## src/rtl/if_fetch_stage_pkg.sv

```systemverilog
`default_nettype none
// ============================================================================
// Module  : if_fetch_stage_pkg
// Brief   : Shared constants and types for the fetch stage and IF/ID register.
// Revision: 1.0
// ============================================================================
package if_fetch_stage_pkg;

  localparam logic [31:0] c_RESET_PC  = 32'h0000_3000;
  localparam logic [31:0] c_NOP_INSTR = 32'h0000_0000;

  typedef enum logic [0:0] {
    FETCH = 1'b0,
    HOLD  = 1'b1
  } fetch_state_t;

  // Pipeline bundle, also reused by the ID/EX register.
  typedef struct packed {
    logic [31:0] pc;
    logic [31:0] instr;
    logic        valid;
  } if_id_t;

endpackage
`default_nettype wire

```

## src/rtl/if_fetch_stage_if.sv

```systemverilog
`default_nettype none
// ============================================================================
// Module  : if_fetch_stage_if
// Brief   : Instruction-memory request/acknowledge bus.
// Revision: 1.0
// ============================================================================
interface if_fetch_stage_if;
  logic        imem_req;
  logic [31:0] imem_addr;
  logic [31:0] imem_rdata;
  logic        imem_ack;

  modport master (
    output imem_req,
    output imem_addr,
    input  imem_rdata,
    input  imem_ack
  );

  modport slave (
    input  imem_req,
    input  imem_addr,
    output imem_rdata,
    output imem_ack
  );
endinterface
`default_nettype wire

```

## src/rtl/if_fetch_stage_if_id_reg.sv

```systemverilog
`default_nettype none
// ============================================================================
// Module  : if_id_reg
// Brief   : IF/ID pipeline register with load, hold and flush-to-bubble.
// Revision: 1.0
// ============================================================================
module if_id_reg
  import if_fetch_stage_pkg::*;
#(
  parameter logic [31:0] NOP_INSTR = c_NOP_INSTR
) (
  input  wire logic   clk,
  input  wire logic   reset_n,
  input  wire logic   load,
  input  wire logic   hold,
  input  wire logic   flush,
  input  wire if_id_t d,
  output if_id_t      q
);

  if_id_t w_bubble;
  assign w_bubble = '{pc: 32'h0, instr: NOP_INSTR, valid: 1'b0};

  always_ff @(posedge clk or negedge reset_n) begin
    if (!reset_n) begin
      q <= w_bubble;
    end else if (flush) begin
      q <= w_bubble;
    end else if (load && !hold) begin
      q <= d;
    end
  end

endmodule
`default_nettype wire

```

## src/rtl/if_fetch_stage.sv

```systemverilog
`default_nettype none
// ============================================================================
// Module  : if_fetch_stage
// Brief   : MIPS fetch stage: PC, variable-latency fetch FSM, IF/ID register.
// Revision: 1.0
// ============================================================================
module if_fetch_stage
  import if_fetch_stage_pkg::*;
#(
  parameter logic [31:0] RESET_PC  = c_RESET_PC,
  parameter logic [31:0] NOP_INSTR = c_NOP_INSTR
) (
  input  wire logic        clk,
  input  wire logic        reset_n,
  input  wire logic [31:0] npc,
  input  wire logic        stall,
  input  wire logic        flush,
  if_fetch_stage_if.master imem,
  output logic [31:0]      pc,
  output logic [31:0]      pc_id,
  output logic [31:0]      pc8_id,
  output logic [31:0]      instr_id,
  output logic             valid_id,
  output logic             if_busy,
  output logic             addr_err
);

  fetch_state_t r_state;
  fetch_state_t w_state_nxt;
  logic [31:0]  r_pc;
  logic [31:0]  r_buf;
  logic         w_advance;
  logic         w_load;
  logic         w_pc_en;
  logic         w_buf_en;
  if_id_t       w_if_id_d;
  if_id_t       w_if_id_q;

  assign if_busy   = (r_state == FETCH) && !imem.imem_ack;
  assign w_advance = !stall && !if_busy;

  always_ff @(posedge clk or negedge reset_n) begin
    if (!reset_n) begin
      r_state <= FETCH;
    end else begin
      r_state <= w_state_nxt;
    end
  end

  // Flush wins; a late ack in the flush cycle is simply not captured.
  always_comb begin
    w_state_nxt = r_state;
    w_load      = 1'b0;
    w_pc_en     = 1'b0;
    w_buf_en    = 1'b0;
    if (flush) begin
      w_state_nxt = FETCH;
      w_pc_en     = 1'b1;
    end else if (w_advance) begin
      w_state_nxt = FETCH;
      w_load      = 1'b1;
      w_pc_en     = 1'b1;
    end else if ((r_state == FETCH) && imem.imem_ack) begin
      w_state_nxt = HOLD;
      w_buf_en    = 1'b1;
    end
  end

  always_ff @(posedge clk or negedge reset_n) begin
    if (!reset_n) begin
      r_pc  <= RESET_PC;
      r_buf <= NOP_INSTR;
    end else begin
      if (w_pc_en) begin
        r_pc <= npc;
      end
      if (flush) begin
        r_buf <= NOP_INSTR;
      end else if (w_buf_en) begin
        r_buf <= imem.imem_rdata;
      end
    end
  end

  assign w_if_id_d.pc    = r_pc;
  assign w_if_id_d.instr = (r_state == HOLD) ? r_buf : imem.imem_rdata;
  assign w_if_id_d.valid = 1'b1;

  if_id_reg #(
    .NOP_INSTR (NOP_INSTR)
  ) u_if_id_reg (
    .clk     (clk),
    .reset_n (reset_n),
    .load    (w_load),
    .hold    (stall),
    .flush   (flush),
    .d       (w_if_id_d),
    .q       (w_if_id_q)
  );

  assign imem.imem_req  = reset_n && (r_state == FETCH);
  assign imem.imem_addr = r_pc;

  assign pc       = r_pc;
  assign pc_id    = w_if_id_q.pc;
  assign pc8_id   = w_if_id_q.pc + 32'd8;
  assign instr_id = w_if_id_q.instr;
  assign valid_id = w_if_id_q.valid;
  assign addr_err = (r_pc[1:0] != 2'b00);

endmodule
`default_nettype wire

```

## src/flat_wrapper.sv

```systemverilog
// flat-port wrapper written by rule: the top's interface ports become plain ports
module if_fetch_stage_flat import if_fetch_stage_pkg::*;
#(
  parameter logic [31:0] RESET_PC  = c_RESET_PC,
  parameter logic [31:0] NOP_INSTR = c_NOP_INSTR
)
  (clk, reset_n, npc, stall, flush, pc, pc_id, pc8_id, instr_id, valid_id, if_busy, addr_err, imem_imem_req, imem_imem_addr, imem_imem_rdata, imem_imem_ack);
  if_fetch_stage_if imem_i ();
  input  wire logic clk;
  input  wire logic reset_n;
  input  wire logic [31:0] npc;
  input  wire logic stall;
  input  wire logic flush;
  output logic [31:0] pc;
  output logic [31:0] pc_id;
  output logic [31:0] pc8_id;
  output logic [31:0] instr_id;
  output logic valid_id;
  output logic if_busy;
  output logic addr_err;
  output wire logic [$bits(imem_i.imem_req)-1:0] imem_imem_req;
  output wire logic [$bits(imem_i.imem_addr)-1:0] imem_imem_addr;
  input wire logic [$bits(imem_i.imem_rdata)-1:0] imem_imem_rdata;
  input wire logic [$bits(imem_i.imem_ack)-1:0] imem_imem_ack;
  assign imem_imem_req = imem_i.imem_req;
  assign imem_imem_addr = imem_i.imem_addr;
  assign imem_i.imem_rdata = imem_imem_rdata;
  assign imem_i.imem_ack = imem_imem_ack;
  if_fetch_stage #(.RESET_PC(RESET_PC), .NOP_INSTR(NOP_INSTR)) u_core (.clk(clk), .reset_n(reset_n), .npc(npc), .stall(stall), .flush(flush), .imem(imem_i), .pc(pc), .pc_id(pc_id), .pc8_id(pc8_id), .instr_id(instr_id), .valid_id(valid_id), .if_busy(if_busy), .addr_err(addr_err));
endmodule
```

## config.mk

```make
export PLATFORM = sky130hd
export DESIGN_NAME = if_fetch_stage_flat
export DESIGN_NICKNAME = d
export VERILOG_FILES = /design/src/rtl/if_fetch_stage_pkg.sv /design/src/rtl/if_fetch_stage_if.sv /design/src/rtl/if_fetch_stage_if_id_reg.sv /design/src/rtl/if_fetch_stage.sv /design/src/flat_wrapper.sv
export SDC_FILE = /design/constraint.sdc
export NUM_CORES = 1
export LEC_CHECK = 0
export ABC_AREA = 1
export CORE_AREA = 2 2 183 95
export CTS_BUF_LIST = sky130_fd_sc_hd__clkbuf_16
export DETAILED_ROUTE_END_ITERATION = 7
export DIE_AREA = 0 0 185 97
export HOLD_SLACK_MARGIN = 0.12
export PLACE_DENSITY_LB_ADDON = 0.25
export SETUP_SLACK_MARGIN = 0.02
export SYNTH_ARGS = -nofsm -noshare
export SYNTH_HDL_FRONTEND = slang
export SYNTH_SLANG_ARGS = --single-unit
```

## constraint.sdc

```tcl
create_clock -name clk -period 1.4 [get_ports clk]
set_clock_uncertainty 0.15 [all_clocks]
set_input_delay 0.21 -clock clk [delete_from_list [all_inputs] [get_ports clk]]
set_output_delay 0.21 -clock clk [all_outputs]
set_load 0.1 [all_outputs]
```

==> reports/results.tsv, run 1 <==
metric	value	unit
status	did not finish	
Last stage	5_1_grt	
Stop Error	[ERROR GRT-0232] Routing congestion too high. Check the congestion heatmap in the GUI.	
total track usage	88.9	%
synth unique cells	24	
Mean Syn Cell Area	7.95	um^2
Post-synth top cells	nand2_1 (237), dfrtp_1 (128), nand3_1 (123)	
maximum root-to-sink buffer count	2	
RePlAce Congestion	0.821	
PortBufs	232	
Ys Warns	0	
Num CTS Buffers	17	
CTS Sinks	130	
Core Rows	33	
area of the mapped netlist	6470	um^2
Top FF cell, synth	dfrtp_1	
die span in x	185	um
largest net degree at the start of global routing	56	
antenna violations before repair	12	
FFs w/ async S/R, synth	100	%
post-synth top area share	49.5	%
WEP type	top-level output	
Post-Syn Nets	884	
sequential area share after synthesis	50.3	%
Die Ht	97	um
num ports	233	
Yosys reg bits	130	
cell taking the most area after synthesis	dfrtp_1	
post-DP HPWL	16200	um
Gate Count Post-Synth	814	
worst_ep grt	pc8_id[15]	
top post-synthesis cells by area	dfrtp_1 (50%), nand2_1 (14%), nand3_1 (9.5%), buf_4 (5.1%), o21ai_0 (4.7%)	
post-place setup slack	-0.519	ns
initial core utilization	40.0	%
count of flip-flops with a built-in enable after synthesis	0	
count leader, synth	nand2_1	
total gr overflow	518	
CTS H-tree lvls	4	
clock root cell	clkbuf_16	
==> kinds of logic after synthesis <==
kind of cell	synth area share, %
adders and majority gates	0.193
AOI/OAI and AO/OA	7.19
buffers and inverters	11.5
xor gates and xnor gates	2.03
and+or+nand+nor	28.8
DFF	50.3
==> metrics by stage <==
step                std cells  cell area [um^2]  setup TNS [ns]  utilization (%)
floorplan                 814              7210          -27.46                -
detailed placement       1272             11700          -49.39             72.1
CTS                      1370             13800          -55.20             85.0
global placement         1272             11700          -44.11             72.1
==> routing by layer <==
| layer | GRT usage [%] | GRT overflow |
|---|---|---|
| met5 | 34.3 | 1 |
| met4 | 95.4 | 201 |
| met3 | 76.0 | 7 |
| met2 | 104 | 305 |
| met1 | 86.9 | 4 |
==> what timing repair did <==
item                                    CTS
hold endpoints to repair                128
cloned                                   15
hold buffers                              1
pin swaps                                29
endpoints found under the setup margin  207
setup buffers                            59
resized for setup                       200
==> run 2: changes to the inputs <==
CORE_AREA = 2 2 164 166   (was 2 2 183 95)
CTS_BUF_LIST = default   (was sky130_fd_sc_hd__clkbuf_16)
DIE_AREA = 0 0 166 168   (was 0 0 185 97)
HOLD_SLACK_MARGIN = default   (was 0.12)
PLACE_DENSITY_LB_ADDON = 0.15   (was 0.25)
SETUP_SLACK_MARGIN = default   (was 0.02)
clock period = 1.8 ns   (was 1.4 ns; I/O delays follow)
==> reports/results.tsv, run 2 <==
metric	value	unit
status	complete, but fails checks	
violations in the final reports	negative setup slack	
Num CTS Buffers	17	
num ports	233	
achievable frequency	0.426	GHz
Final Util	47.9	%
Post-Syn Nets	884	
initial core utilization	24.6	%
number of vias per cell	4.40	
worst hold slack	0.210	ns
Gate power share	40.2	%
Gate Count Post-Synth	814	
share of layout cells above drive strength 1	37.7	%
full die area	27900	um^2
Worst Path Max Fanout	4	
Ys Warns	0	
Power Dens Cells	941	nW/um^2
drt drc	0	
Placed Instance Area	11600	um^2
xor and xnor area share after synthesis	2.03	%
Rel. slew slack	59.8	%
Slew Viols, Final	0	
setup ws final	-0.548	ns
Finished Layout Cells	1432	
Synth Area in Compound Gates	7.19	%
via count	6299	
CP Capture Type	output port	
area share of fa/ha/maj cells after synthesis	0.193	%
Design Area, Final	12600	um^2
maximum root-to-sink buffer count	2	
Top FF cell, synth	dfrtp_1	
crit path kind	reg2out	
RSZ-0062 raised after global routing	yes	
Leakage	5.66	nW
Post-synth top cells	nand2_1 (237), dfrtp_1 (128), nand3_1 (123)	
max FFs per register	65	
number of global-route vias before repair	6291	
Layout area overhead	95.0	%
worst min path class	in2reg	
largest net degree at the start of global routing	83	
main combinational cell family by area after synthesis	simple AND/OR/NAND/NOR gates	
post-DP HPWL	16400	um
fin crit share	130	%
count leader, synth	nand2_1	
Pre-Repair DR Iteration Count	5	
Core Rows	60	
Clk network pwr share	30.4	%
synth unique cells	24	
clock root cell	clkbuf_16	
FFs w/ async S/R, synth	100	%
total track usage	16.3	%
Internal	7.07	mW
final net count	1148	
core area	26400	um^2
antenna violations before repair	0	
DP Cell Count	1381	
clk slew on worst S/H paths	0.06	ns
CTS tree	yes	
commonest non-fill, non-tap cell in the layout	nand2_1	
CTS Sinks	130	
CP Data Arrival Time	1.93	ns
post-synth top area share	49.5	%
Post-Synth Simple-Gate Area	28.8	%
sequential group share of total power	29.4	%
sequential area share after synthesis	50.3	%
final hold vios	0	
switching power	4.80	mW
first-pass GRT wire length	36000	um
Clock Latency Late Sink	0.41	ns
Slew @ Worst Pin	0.600	ns
Worst setup SP type	flop	
wire per inst	15.7	um
# fillers	2432	
final antenna diode count	0	
WP data required	1.38	ns
mux share of post-synthesis cell area	0	%
most frequent cells in the layout	nand2_1 (202), buf_12 (175), nand3_1 (111), dfrtp_1 (100), buf_4 (69)	
clock period minus worst slack	2.35	ns
largest register by flop count	u_core.u_if_id_reg.q	
area of the mapped netlist	6470	um^2
top post-synthesis cells by area	dfrtp_1 (50%), nand2_1 (14%), nand3_1 (9.5%), buf_4 (5.1%), o21ai_0 (4.7%)	
Setup TNS	-12.57	ns
Yosys reg bits	130	
PortBufs	232	
Final setup viols	29	
Worst VDD drop	0.633	mV
cell taking the most area after synthesis	dfrtp_1	
Mean Syn Cell Area	7.95	um^2
DRT antenna net count	0	
Initial DRC Count	410	
total gr overflow	0	
switching share of power	40.4	%
CTS H-tree lvls	4	
WL final	22500	um
Die Ht	168	um
die span in x	166	um
RePlAce Congestion	0.826	
count of flip-flops with a built-in enable after synthesis	0	
Max Cap Viol	0	
-- run 2: cell counts after synthesis --
Identical to the previous run, type by type.
-- run 2: cell families (layout without fill, tap and decap cells) --
kind of cell | Yosys count | count (layout)
fa+ha+maj | 1 | 1
flops | 130 | 130
xor+xnor | 15 | 15
compound gates | 86 | 86
buf+inv | 145 | 422
simple gates | 437 | 437
-- run 2: timing repair --
| action | in CTS | in global routing |
|---|---|---|
| gates resized for setup | 33 | 25 |
| setup buffers | 13 | 6 |
| hold buffers | 1 | 1 |
| endpoints found under the setup margin | 31 | 70 |
| endpoints found under the hold margin | 88 | 88 |
| cloned | 2 | 0 |
| pin swaps | 19 | 18 |
-- run 2: area by class of cell --
cell class	instances	area [um^2]	area share (%)
Clock buffer	18	439	3.48
Inverter	65	258	2.04
Timing Repair Buffer	325	4890	38.8
Multi-Input combinational cell	539	3130	24.8
Sequential cell	130	3300	26.2
Tap cell	341	427	3.38
Clock inverter	14	175	1.39
-- run 2: power groups by stage --
stage / logic (mW) / registers [mW] / clock network, mW
after floorplan: 1.64 / 4.68 / 0
after global placement: 4.73 / 3.53 / 0
after detailed placement: 4.74 / 3.54 / 0
after CTS: 4.80 / 3.49 / 3.71
after global routing: 4.93 / 3.52 / 3.86
final: 4.78 / 3.49 / 3.61
-- run 2: stage by stage --
stage	total power [mW]	setup slack [ns]
global route	12.3	-0.645
floorplan	6.32	-0.943
CTS	12.0	-0.618
detailed placement	8.28	-0.255
finish	11.9	-0.548
global placement	8.26	-0.213
-- run 2: path summary, 6_finish.rpt --
path | to | slack (ns) | from | depth (start not counted)
max in group asynchronous | u_core.r_state | 0.05 | reset_n | 4
min in group asynchronous | u_core.r_buf[14] | 0.25 | reset_n | 2
hold / removal | u_core.imem.imem_addr[13] | 0.21 | npc[13] | 3
hold reg to reg | u_core.r_buf[20] | 0.37 | u_core.r_buf[20] | 2
setup reg to reg | u_core.r_buf[14] | 0.17 | u_core.r_state | 7
setup / recovery | pc8_id[30] | -0.55 | u_core.u_if_id_reg.q[37] | 9
-- run 2: critical path, stage by stage (launching register included) --
cell and delay (ns):
dfrtp_4 0.43, buf_6 0.10, nand2_1 0.08, nor2_4 0.16, nand2_4 0.10, nor2_4 0.24, nand2_2 0.10, nand2_4 0.10
nand2_8 0.05, buf_12 0.16
-- run 2: per-layer routing --
| layer | vias up | track usage, % | wire [um] |
|---|---|---|---|
| li1 | 3095 | - | - |
| met4 | 0 | 3.78 | 204 |
| met1 | 3034 | 22.1 | 10300 |
| met3 | 10 | 3.46 | 1000 |
| met2 | 160 | 26.8 | 11000 |
| met5 | - | 0 | 0 |
Power figures use the tool's default switching activity.
